## config.mk

```make
export PLATFORM = sky130hd
export DESIGN_NAME = lagarto_plic_target_arbiter
export DESIGN_NICKNAME = d
export VERILOG_FILES = /design/src/rtl/lagarto_plic_pkg.sv /design/src/rtl/lagarto_plic_target_arbiter.sv
export SDC_FILE = /design/constraint.sdc
export NUM_CORES = 1
export LEC_CHECK = 0
export ABC_AREA = 1
export CORE_MARGIN = 2
export CORE_UTILIZATION = 40
export CTS_BUF_LIST = sky130_fd_sc_hd__clkbuf_8
export CTS_CLUSTER_DIAMETER = 80
export DETAILED_ROUTE_END_ITERATION = 10
export PLACE_DENSITY = 0.8
export SLEW_MARGIN = 40
export SYNTH_ARGS = -nofsm -noshare
export SYNTH_HDL_FRONTEND = slang
export SYNTH_SLANG_ARGS = --single-unit
export TNS_END_PERCENT = 5
```

## constraint.sdc

```tcl
create_clock -name clk_i -period 8.1 [get_ports clk_i]
set_clock_uncertainty 0.15 [all_clocks]
set_input_delay 1.62 -clock clk_i [delete_from_list [all_inputs] [get_ports clk_i]]
set_output_delay 1.62 -clock clk_i [all_outputs]
set_load 0.01 [all_outputs]
```

## src/rtl/lagarto_plic_pkg.sv

```systemverilog
// Shared PLIC types: priority/ID widths, "no interrupt" encodings and the target scan states.
package lagarto_plic_pkg;

  localparam int unsigned PRIORITY_WIDTH = 3;
  localparam int unsigned ID_WIDTH       = 5;

  typedef logic [PRIORITY_WIDTH-1:0] interrupt_priority_t;
  typedef logic [ID_WIDTH-1:0]       interrupt_id_t;

  localparam interrupt_priority_t NO_INTERRUPT_PRIORITY = '0;
  localparam interrupt_id_t       NO_INTERRUPT_ID       = '0;

  typedef enum logic {
    SCAN,
    PUBLISH
  } plic_scan_state_t;

endpackage

```

## src/rtl/lagarto_plic_target_arbiter.sv

```systemverilog
// Per-target PLIC arbiter: one-source-per-cycle scan for the best pending+enabled source,
// threshold compare to drive eip_o, and the claim/complete pulse handshake.
module lagarto_plic_target_arbiter
  import lagarto_plic_pkg::*;
#(
  parameter int unsigned NUM_SOURCES = 31
) (
  input  logic                                 clk_i,
  input  logic                                 rstn_i,
  input  logic                [NUM_SOURCES:0]  pending_i,
  input  logic                [NUM_SOURCES:0]  enable_i,
  input  interrupt_priority_t [NUM_SOURCES:0]  priority_i,
  input  interrupt_priority_t                  threshold_i,
  input  logic                                 claim_req_i,
  output logic                                 claim_valid_o,
  output interrupt_id_t                        claim_id_o,
  output logic                [NUM_SOURCES:0]  claim_o,
  input  logic                                 complete_req_i,
  input  interrupt_id_t                        complete_id_i,
  output logic                [NUM_SOURCES:0]  complete_o,
  output logic                                 eip_o,
  output interrupt_priority_t                  max_priority_o,
  output interrupt_id_t                        max_id_o
);

  plic_scan_state_t    r_state, w_state_d;
  interrupt_id_t       r_idx, w_idx_d;
  interrupt_priority_t r_best_prio, w_best_prio_d;
  interrupt_id_t       r_best_id, w_best_id_d;
  logic                r_eip, w_eip_d;
  interrupt_priority_t r_max_prio, w_max_prio_d;
  interrupt_id_t       r_max_id, w_max_id_d;
  logic                r_claim_valid;
  interrupt_id_t       r_claim_id;
  logic [NUM_SOURCES:0] r_claim, w_claim_d;
  logic [NUM_SOURCES:0] r_complete, w_complete_d;

  interrupt_priority_t w_cur_prio;
  logic                w_cur_ok;
  logic                w_better;
  interrupt_id_t       w_claim_id;

  // ID 0 is reserved, so its input bits are intentionally left unused.
  logic w_unused;
  assign w_unused = ^{pending_i[0], enable_i[0], priority_i[0]};

  always_comb begin
    w_cur_prio = NO_INTERRUPT_PRIORITY;
    w_cur_ok   = 1'b0;
    for (int unsigned i = 1; i <= NUM_SOURCES; i++) begin
      if (r_idx == interrupt_id_t'(i)) begin
        w_cur_prio = priority_i[i];
        w_cur_ok   = pending_i[i] & enable_i[i] & (priority_i[i] != NO_INTERRUPT_PRIORITY);
      end
    end
  end

  // Equal priority with a later index wins, giving ties to the greater ID.
  assign w_better = w_cur_ok & ((w_cur_prio > r_best_prio) |
                                ((w_cur_prio == r_best_prio) & (r_idx > r_best_id)));

  always_comb begin
    w_state_d     = r_state;
    w_idx_d       = r_idx;
    w_best_prio_d = r_best_prio;
    w_best_id_d   = r_best_id;
    w_eip_d       = r_eip;
    w_max_prio_d  = r_max_prio;
    w_max_id_d    = r_max_id;
    if (claim_req_i) begin
      // A claim retires the published winner and restarts the scan from scratch.
      w_state_d     = SCAN;
      w_idx_d       = interrupt_id_t'(1);
      w_best_prio_d = NO_INTERRUPT_PRIORITY;
      w_best_id_d   = NO_INTERRUPT_ID;
      w_eip_d       = 1'b0;
      w_max_prio_d  = NO_INTERRUPT_PRIORITY;
      w_max_id_d    = NO_INTERRUPT_ID;
    end else begin
      unique case (r_state)
        SCAN: begin
          if (w_better) begin
            w_best_prio_d = w_cur_prio;
            w_best_id_d   = r_idx;
          end
          if (r_idx == interrupt_id_t'(NUM_SOURCES)) begin
            w_state_d = PUBLISH;
          end else begin
            w_idx_d = r_idx + interrupt_id_t'(1);
          end
        end
        PUBLISH: begin
          w_max_prio_d  = r_best_prio;
          w_max_id_d    = r_best_id;
          w_eip_d       = (r_best_prio > threshold_i);
          w_best_prio_d = NO_INTERRUPT_PRIORITY;
          w_best_id_d   = NO_INTERRUPT_ID;
          w_idx_d       = interrupt_id_t'(1);
          w_state_d     = SCAN;
        end
        default: w_state_d = SCAN;
      endcase
    end
  end

  assign w_claim_id = r_eip ? r_max_id : NO_INTERRUPT_ID;

  always_comb begin
    w_claim_d    = '0;
    w_complete_d = '0;
    for (int unsigned i = 1; i <= NUM_SOURCES; i++) begin
      if (claim_req_i && (w_claim_id == interrupt_id_t'(i))) begin
        w_claim_d[i] = 1'b1;
      end
      if (complete_req_i && (complete_id_i == interrupt_id_t'(i)) && enable_i[i]) begin
        w_complete_d[i] = 1'b1;
      end
    end
  end

  always_ff @(posedge clk_i or negedge rstn_i) begin
    if (!rstn_i) begin
      r_state       <= SCAN;
      r_idx         <= interrupt_id_t'(1);
      r_best_prio   <= NO_INTERRUPT_PRIORITY;
      r_best_id     <= NO_INTERRUPT_ID;
      r_eip         <= 1'b0;
      r_max_prio    <= NO_INTERRUPT_PRIORITY;
      r_max_id      <= NO_INTERRUPT_ID;
      r_claim_valid <= 1'b0;
      r_claim_id    <= NO_INTERRUPT_ID;
      r_claim       <= '0;
      r_complete    <= '0;
    end else begin
      r_state       <= w_state_d;
      r_idx         <= w_idx_d;
      r_best_prio   <= w_best_prio_d;
      r_best_id     <= w_best_id_d;
      r_eip         <= w_eip_d;
      r_max_prio    <= w_max_prio_d;
      r_max_id      <= w_max_id_d;
      r_claim_valid <= claim_req_i;
      r_claim_id    <= claim_req_i ? w_claim_id : NO_INTERRUPT_ID;
      r_claim       <= w_claim_d;
      r_complete    <= w_complete_d;
    end
  end

  assign claim_valid_o  = r_claim_valid;
  assign claim_id_o     = r_claim_id;
  assign claim_o        = r_claim;
  assign complete_o     = r_complete;
  assign eip_o          = r_eip;
  assign max_priority_o = r_max_prio;
  assign max_id_o       = r_max_id;

endmodule

```

After elaboration in Yosys (flattened, before gate mapping). Index checks and enable logic that the tools add are counted.

Register bits after elaboration: 91. Input bits: 172. Output and inout port bits: 79. Word-level logic and storage cells: 446.

Add/subtract/negate cells: 1. Magnitude comparators: 3. Equality and inequality tests: 96. Mux-type cells: 144. Bitwise logic cells: 66. Reductions and logical operators: 125.

Operators with widths (count): $eq A5 B5 Y1 const B (48); $eq A5 B4 Y1 const B (24); $mux W3 (35); $mux W1 (97); $logic_and A1 B1 Y1 (93); $reduce_bool A3 Y1 (31); $and A1 B1 Y1 (64); $eq A5 B3 Y1 const B (12); $mux W5 (8); $eq A5 B2 Y1 const B (6); $pmux W5 S2 (2); $eq A5 B1 Y1 const B (3); $gt A3 B3 Y1 (2); $ne A3 B3 Y1 const B (2); $pmux W3 S2 (1); $add A5 B1 Y5 const B (1); $gt A5 B5 Y1 (1); $eq A3 B3 Y1 (1); $pmux W1 S2 (1); $reduce_bool A2 Y1 (1); $not A1 Y1 (1); $or A1 B1 Y1 (1).

Longest topological paths before layout. Gate-level depths: netlist of run 1.

Depth in word-level cells: 39. Depth in mapped cells: 50. Mapped depth without buffers: 50.

Worst setup path after synthesis of run 1. Ideal clock, no wire load.

Path kind: input to register. Start point: input port priority_i[6] (netlist bit). End point: register r_best_id[0]. Library setup time: 118 ps. Data arrival time: 4688 ps. Data required time: 7832 ps. Path slack: 3144 ps. Stages: 42. Buffers on the path: 0. Cells stage by stage: nand2_1 -> nand3_1 -> o21ai_0 -> nand3_1 -> o211ai_1 -> nand3_1 -> o21ai_0 -> nand2_1 -> nor2_1 -> o21bai_1 -> nand2_1 -> nand2_1 -> nand2_1 -> nand2_1 -> o21ai_0 -> nand2_1 -> nand2_1 -> nand2_1 -> (+6 left out) -> nand2_1 -> nand2_1 -> nand2_1 -> nand2_1 -> nand2_1 -> nand2_1 -> nand2_1 -> nand2_1 -> nand2_1 -> a21oi_1 -> inv_1 -> ha_1 -> nand3_1 -> a21oi_1 -> a311oi_2 -> nand2_4 -> nand3_2 -> nand2_1.

Cells in the longest elaborated chain, start to end: 35. Elaborated cells between the ends (all ways): 68. Classes of those cells: order compare (1); eq/ne (2); mux (60); bitwise (4); reduce/logical (1).

RTL lines: start, declared (line lagarto_plic_target_arbiter.sv:12) `input interrupt_priority_t [NUM_SOURCES:0] priority_i,`; parallel branches: the longest is 33 deep, another holds $mux W3; $and A1 B1 Y1 * (line lagarto_plic_target_arbiter.sv:59) `assign w_better = w_cur_ok & ((w_cur_prio > r_best_prio) |`; $ne A3 B3 Y1 (no line) *; end signal, assigned (line lagarto_plic_target_arbiter.sv:138) `r_best_id <= w_best_id_d;`; end, declared (line lagarto_plic_target_arbiter.sv:29) `interrupt_id_t r_best_id, w_best_id_d;`.

Every way passes the cells marked *. A chain may end at the register's enable or synchronous reset.

Worst setup path in the final report of run 1.
Start point: input port priority_i[6] (netlist bit). End point: register r_best_id[2].

Same word-level chain as after synthesis.

==> results of run 1 <==
## area by class of cell
class                   instances  area (um^2)  share of cell area (%)
clock buffers                   9        123.9                   1.469
flip-flops and latches         91         2278                   27.02
well taps                     180        225.2                   2.671
multi-input cells             582         2863                   33.95
clock inverters                 7        76.32                  0.9052
inverters                     112        420.4                   4.986
repair buffers                245         2445                   29.00
## cell families after synthesis
logic type | share of synthesized area (%)
AO/OA/AOI/OAI | 11.37
other | 0.06666
adder cells (fa/ha/maj) | 3.781
buffers and inverters | 8.719
flip-flops | 40.50
AND/OR/NAND/NOR | 35.57
## cell usage after synthesis
cell and instances:
a211oi_1 1, a21oi_1 34, a22oi_1 1, a311oi_2 1, a31oi_1 2, a32o_1 1, a41oi_1 6, buf_2 2
buf_4 2, buf_6 1, clkbuf_1 9, clkinv_1 1, conb_1 1, dfrtp_1 90, dfstp_2 1, ha_1 17
inv_1 106, inv_2 5, nand2_1 230, nand2_2 3, nand2_4 2, nand3_1 14, nand3_2 8, nand3b_1 1
nand4_1 20, nor2_1 111, nor2_2 3, nor2_4 1, nor3_1 27, nor3b_1 15, nor4_1 2, o2111ai_1 2
o211ai_1 1, o21ai_0 47, o21bai_1 1, o221ai_1 2, o22ai_1 3, o311ai_0 6, o31ai_1 1, or2_2 4
or3_1 13
## stage by stage
stage	hold slack, ns	cell area [um^2]	power [mW]
2_1_floorplan	0.3279	5629	0.6431
3_3_place_gp	0.3176	8232	0.7948
3_5_place_dp	0.3242	8232	0.7981
4_1_cts	0.3465	8432	1.108
5_1_grt	0.3913	8432	1.168
6_report	0.3432	8432	1.104
## critical path, delay by kind of cell
| kind | cells | cell delay (ns) |
|---|---|---|
| fa+ha+maj | 1 | 0.28 |
| simple gates | 32 | 2.13 |
| compound gates | 8 | 1.44 |
| buf+inv | 2 | 0.57 |
## path summary, 6_finish.rpt
kind                                        start           endpoint  slack [ns]  cells after the start
worst max-delay path                priority_i[6]       r_best_id[2]        2.16                     43
worst min-delay path            max_priority_o[2]  max_priority_o[2]        0.34                      2
worst max register to register           r_idx[0]       r_best_id[2]        2.41                     47
worst min register to register  max_priority_o[2]  max_priority_o[2]        0.34                      2
max in group asynchronous                  rstn_i      complete_o[1]        5.71                      2
min in group asynchronous                  rstn_i         claim_o[2]        1.07                      1
## sequential cells by signal, summed over array words and instances (netlist names)
signal          flops
claim_valid_o       1
r_best_id           5
max_priority_o      3
complete_o         31
max_id_o            5
r_state             1
eip_o               1
r_idx               5
r_best_prio         3
claim_o            31
claim_id_o          5
## power breakdown
| group | internal (mW) | switching, mW |
|---|---|---|
| Combinational | 0.146 | 0.170 |
| Sequential | 0.464 | 0.0110 |
| Clock | 0.144 | 0.169 |
## metal layers
layer,up-vias,part of all wire [%]
met2,270,48
met3,51,8.6
met1,2823,39
met4,0,4.1
met5,-,0
li1,3073,-
==> impl_metrics.tcl, run 1 <==
set metrics [dict create \
    outcome "completed" \
    worstMarginPinSlew_ns 0.7727 \
    overflow 0 \
    finalNetCount 1230 \
    top_usage_layer "met2" \
    first_global_vias 6027 \
    use_met3_pct 6.691 \
    drc 0 \
    dp.cells 1210 \
    start_util_pct 40.68 \
    syn_inst 798 \
    cts_buffers 9 \
    fin_crit_sh_pct 73.31 \
    max-slew-margin-rel_pct 48.48 \
    netlist_area_um2 5625 \
    drv_cap 0 \
    grt.met2_usage_pct 44.20 \
    crit_top_cell "nand2_1" \
    synth.largest_area_cell "dfrtp_1" \
    dieArea_um2 15030 \
    critPathCaptureType "register" \
    grt_usage_pct 26.00 \
    wl_mm 18.99 \
    globalplace.congestion 0.9605 \
    rsz0062_at_grt "no" \
    wire_per_inst_um 15.49 \
    required_ns 8.20 \
    ys_warn_count 0 \
    cts_root_buffer "clkbuf_8" \
    cp-start-kind "input pin" \
    post-route-util_pct 60.98 \
    layout-drive-gt1-share_pct 4.589 \
    clk_pin_slew_ns 0.09 \
    clkLatencyLatePin_ns 0.36 \
    tns_ns 0 \
    fin_crit_ns 5.938 \
    grt_first_pass_wirelength_mm 29.81 \
    crit_slowest_cell "a311oi_2" \
    ys_seq_area_share_pct 40.50 \
    clkSinkCount 91 \
    h-tree-depth 3 \
    fin_ws_ns 2.162 \
    avgSynthCellArea_um2 7.049 \
    fp.dieH_um 122.6 \
    row_count 43 \
    dr.pass1.iters 5 \
    maxSlewViolCount 0 \
    stdcell_count 1226 \
    cts_resized 0 \
    p_leak_nw 3.800 \
    dp_slack_ns 1.842 \
    io_buffers 243 \
    peakVddDrop_v 0.00006675 \
    finalHoldViolations 0 \
    n_fill_cell 1245 \
    drt_iter0_markers 345 \
    viasPerCell 5.071 \
    max_freq_mhz 168.4 \
    slowest_delay_ns 0.64 \
    layout_common_cells "clkdlybuf4s50_1 (242), nand2_1 (230), nor2_1 (110), inv_1 (106), dfrtp_1 (90)" \
    synth_area_leaders "dfrtp_1 (40%), nand2_1 (15%), nor2_1 (7.4%)" \
    cts_tree "yes" \
    io_pins 251 \
    crit_type "input pin to register" \
    antenna_found_initial 0 \
    postCtsSetupRepairBufs 0 \
    hold_class "register to register" \
    hpwl_mm 15.84 \
    p_per_area_nw_per_um2 130.9 \
    cts_buffer_depth 2 \
    vias 6217 \
    diodes 0 \
    arrival_ns 6.04 \
    synth_top_area_share_pct 40.04 \
    setup_viol 0 \
    final_common_cell "clkdlybuf4s50_1" \
    dieWidth_um 122.6 \
    grt_max_degree 50 \
    worst-path-max-fanout 9 \
    met1_usage_pct 30.53 \
    ctsHoldBuffers 0 \
    synth_cell_types 41 \
    ant_nets 0 \
    core_region_area_um2 13830 \
    area_growth_pct 49.89 \
    ys_seq_elements 91 \
]
(Power assumes the default switching activity.)
==> run 2: changes to the inputs <==
==> constraint.sdc (replaced) <==
create_clock -name clk_i -period 6 [get_ports clk_i]
set_clock_uncertainty 0.15 [all_clocks]
set_input_delay 1.2 -clock clk_i [delete_from_list [all_inputs] [get_ports clk_i]]
set_output_delay 1.2 -clock clk_i [all_outputs]
set_load 0.01 [all_outputs]
==> impl_metrics.tcl, run 2 (synthesized netlist as in run 1, its figures left out) <==
set metrics [dict create \
    outcome "completed" \
    critPathCaptureType "register" \
    clk_pin_slew_ns 0.09 \
    max_freq_mhz 190.2 \
    h-tree-depth 3 \
    r2r_end "r_best_id[2]" \
    final_common_cell "clkdlybuf4s50_1" \
    globalplace.congestion 0.9334 \
    r2r-start "r_idx[0]" \
    crit_start "r_idx[0]" \
    hold_class "register to register" \
    grt_usage_pct 25.54 \
    slowest_delay_ns 0.58 \
    grt_max_degree 88 \
    crit_top_cell "nand2_1" \
    whs_ns 0.3434 \
    worst-path-max-fanout 9 \
    max-slew-margin-rel_pct 53.79 \
    p_per_area_nw_per_um2 177.1 \
    core_region_area_um2 13830 \
    antenna_found_initial 0 \
    row_count 43 \
    peakVddDrop_v 0.00009273 \
    r2r_slack_ns 0.74 \
    drv_cap 0 \
    fin_crit_sh_pct 87.63 \
    tns_ns 0 \
    clkSinkCount 91 \
    layout-drive-gt1-share_pct 4.589 \
    worstMarginPinSlew_ns 0.6932 \
    post-route-util_pct 61.12 \
    first_global_vias 5987 \
    ant_nets 0 \
    cts_root_buffer "clkbuf_8" \
    vias 6308 \
    drc 0 \
    cts_buffer_depth 2 \
    viasPerCell 5.145 \
    dieArea_um2 15030 \
    maxSlewViolCount 0 \
    finalNetCount 1231 \
    cts_resized 0 \
    crit_slowest_cell "dfstp_2" \
    grt_first_pass_wirelength_mm 29.41 \
    p_leak_nw 3.808 \
    fp.dieH_um 122.6 \
    cts_buffers 9 \
    wire_per_inst_um 15.39 \
    required_ns 6.10 \
    io_pins 251 \
    drt_iter0_markers 298 \
    rsz0062_at_grt "no" \
    clkLatencyLatePin_ns 0.36 \
    cp-start-kind "register" \
    start_util_pct 40.68 \
    dr.pass1.iters 5 \
    ctsHoldBuffers 0 \
    dieWidth_um 122.6 \
    fin_crit_ns 5.258 \
    setup_viol 0 \
    hpwl_mm 15.72 \
    fin_ws_ns 0.7421 \
    area_growth_pct 50.22 \
    crit_type "register to register" \
    diodes 0 \
    wl_mm 18.87 \
    cts_tree "yes" \
    io_buffers 243 \
    postCtsSetupRepairBufs 0 \
    overflow 0 \
    arrival_ns 5.36 \
    critPathCapture "r_best_id[2]" \
    reg2regPathDepth 48 \
    dp_slack_ns 0.5359 \
    layout_common_cells "clkdlybuf4s50_1 (242), nand2_1 (230), nor2_1 (110), inv_1 (106), dfrtp_1 (90)" \
    finalHoldViolations 0 \
    power_mw 1.497 \
]
## run 2: area by class of cell
| type | instances | area (um^2) |
|---|---|---|
| fill | 1273 | 5376 |
| timing repair buffer | 246 | 2459 |
| tap | 180 | 225.2 |
| multi-input combinational | 582 | 2868 |
| clock inverter | 5 | 62.56 |
| inverter | 112 | 420.4 |
| clock buffer | 10 | 137.6 |
| sequential | 91 | 2278 |
## run 2: worst min path at each step
stage | start | endpoint | slack (ns) | cells after the start
5_1_grt | max_priority_o[2] | max_priority_o[2] | 0.39 | 2
3_5_place_dp | max_priority_o[2] | max_priority_o[2] | 0.32 | 2
2_1_floorplan | r_best_id[1] | r_best_id[1] | 0.33 | 2
3_3_place_gp | max_priority_o[2] | max_priority_o[2] | 0.32 | 2
4_1_cts | max_priority_o[2] | max_priority_o[2] | 0.35 | 2
6_report | max_priority_o[2] | max_priority_o[2] | 0.34 | 2
## run 2: layer usage
metal | global-route usage (%) | vias up | wire, um | share of wire [%]
li1 | - | 3072 | - | -
met1 | 29.82 | 2897 | 7364 | 39
met2 | 44.62 | 293 | 9057 | 48
met3 | 6.691 | 46 | 1725 | 9.1
met4 | 10.06 | 0 | 720 | 3.8
met5 | 0 | - | 0 | 0
## run 2: worst max-delay path: cells and delay by family (launching register included)
kind,cells,cell delay [ns]
AO/OA/AOI/OAI,8,0.97
adder cells (fa/ha/maj),2,0.53
buffers and inverters,4,0.66
flip-flops,1,0.58
AND/OR/NAND/NOR,34,2.24
## run 2: where the power goes
group / switching (mW) / leakage, nW / internal [mW]
Combinational: 0.232 / 2.45 / 0.204
Sequential: 0.0143 / 1.26 / 0.626
Clock: 0.216 / 0.0950 / 0.204
## run 2: through the flow
step / area, um^2 / std cells
6_report: 8451 / 1226
5_1_grt: 8451 / 1226
4_1_cts: 8443 / 1226
3_5_place_dp: 8243 / 1211
3_3_place_gp: 8239 / 1211
2_1_floorplan: 5629 / 799
==> run 3: changes to the inputs <==
==> constraint.sdc (replaced) <==
create_clock -name clk_i -period 6 [get_ports clk_i]
set_clock_uncertainty 0.15 [all_clocks]
set_input_delay 1.2 -clock clk_i [delete_from_list [all_inputs] [get_ports clk_i]]
set_output_delay 1.2 -clock clk_i [all_outputs]
set_load 0.1 [all_outputs]
==> impl_metrics.tcl, run 3 (synthesized netlist as in run 1, its figures left out) <==
set metrics [dict create \
    required_ns 6.10 \
    dp.cells 1211 \
    dr.pass1.iters 4 \
    ctsHoldBuffers 0 \
    final_common_cell "nand2_1" \
    highest_layer "met4" \
    io_buffers 243 \
    globalplace.congestion 0.9334 \
    hpwl_mm 15.73 \
    dr_wl_met3_mm 1.676 \
    finalNetCount 1231 \
    drt_iter0_markers 333 \
    start_util_pct 40.68 \
    cts_resized 0 \
    max_freq_mhz 190.8 \
    peakVddDrop_v 0.00009546 \
    r2r_end "r_best_id[4]" \
    dieArea_um2 15030 \
    clk_pin_slew_ns 0.09 \
    cts_tree "yes" \
    overflow 0 \
    stdcell_count 1226 \
    grt_max_degree 88 \
    postCtsSetupRepairBufs 0 \
    hold_class "register to register" \
    slowest_delay_ns 0.58 \
    first_global_vias 5910 \
    cts_root_buffer "clkbuf_8" \
    crit_slowest_cell "dfstp_2" \
    rsz0062_at_grt "no" \
    crit_type "register to register" \
    crit_top_cell "nand2_1" \
    diodes 0 \
    layout_common_cells "nand2_1 (230), clkdlybuf4s50_1 (165), nor2_1 (110), inv_1 (106), dfrtp_1 (90)" \
    ant_nets 0 \
    wire_per_inst_um 15.34 \
    finalHoldViolations 0 \
    p_per_area_nw_per_um2 190.6 \
    clkLatencyLatePin_ns 0.36 \
    n_fill_cell 1279 \
    post-route-util_pct 58.33 \
    critPathCapture "r_best_id[4]" \
    antenna_found_initial 0 \
    met1_length_mm 7.423 \
    drv_cap 0 \
    worst-path-max-fanout 9 \
    cp-start-kind "register" \
    p_leak_nw 3.974 \
    clkSinkCount 91 \
    io_pins 251 \
    grt_first_pass_wirelength_mm 29.39 \
    maxSlewViolCount 0 \
    area_growth_pct 43.37 \
    core_region_area_um2 13830 \
    arrival_ns 5.34 \
    vias 6221 \
    cts_buffer_depth 2 \
    r2r_slack_ns 0.76 \
    reg2regPathDepth 48 \
    fin_ws_ns 0.7601 \
    grt_usage_pct 25.44 \
    wl_mm 18.81 \
    fin_crit_ns 5.240 \
    critPathCaptureType "register" \
    viasPerCell 5.074 \
    dp_slack_ns 0.5319 \
    outcome "completed" \
    fin_crit_sh_pct 87.33 \
    wl_met2_mm 9.310 \
    crit_start "r_idx[0]" \
    r2r-start "r_idx[0]" \
    row_count 43 \
    cts_buffers 9 \
    max-slew-margin-rel_pct 54.51 \
    drc 0 \
    power_mw 1.537 \
    worstMarginPinSlew_ns 0.6824 \
    tns_ns 0 \
    dieWidth_um 122.6 \
    setup_viol 0 \
    layout-drive-gt1-share_pct 11.95 \
    h-tree-depth 3 \
    fp.dieH_um 122.6 \
]
==> run 3: layout make-up <==
| type | instances | area (um^2) | area share [%] |
|---|---|---|---|
| clock inverter | 5 | 62.56 | 0.7757 |
| multi-input combinational | 582 | 2868 | 35.56 |
| clock buffer | 10 | 137.6 | 1.706 |
| sequential | 91 | 2278 | 28.25 |
| timing repair buffer | 246 | 2073 | 25.71 |
| inverter | 112 | 420.4 | 5.213 |
| tap | 180 | 225.2 | 2.792 |
==> run 3: layer usage <==
metal	vias up	track usage, %
li1	3070	-
met1	2830	30.34
met2	291	45.69
met3	30	5.809
met4	0	7.184
met5	-	0
==> run 3: critical path: cells and delay by family, from the launching register on <==
family | cells | cell delay (ns)
compound gates | 8 | 0.98
fa+ha+maj | 2 | 0.52
buf+inv | 4 | 0.63
flops | 1 | 0.58
simple gates | 34 | 2.24
==> run 3: report_power, final <==
| part | switching [mW] | internal, mW | total [mW] | leakage (nW) |
|---|---|---|---|---|
| Sequential | 0.0142 | 0.626 | 0.640 | 1.26 |
| Clock | 0.221 | 0.204 | 0.425 | 0.0950 |
| Combinational | 0.273 | 0.199 | 0.472 | 2.62 |
==> run 3: worst min-delay path by stage <==
stage / start / to / cells past startpoint
5_1_grt: max_priority_o[0] / max_priority_o[0] / 2
6_report: max_priority_o[2] / max_priority_o[2] / 2
2_1_floorplan: r_best_id[1] / r_best_id[1] / 2
3_3_place_gp: max_priority_o[2] / max_priority_o[2] / 2
3_5_place_dp: max_priority_o[2] / max_priority_o[2] / 2
4_1_cts: max_priority_o[2] / max_priority_o[2] / 2
==> run 3: through the flow <==
step                      instance area [um^2]  hold WS [ns]
after floorplan                           5629        0.3279
after global placement                    8239        0.3171
after detailed placement                  7858        0.3209
after CTS                                 8058        0.3486
after global routing                      8065        0.3912
final                                     8065        0.3432
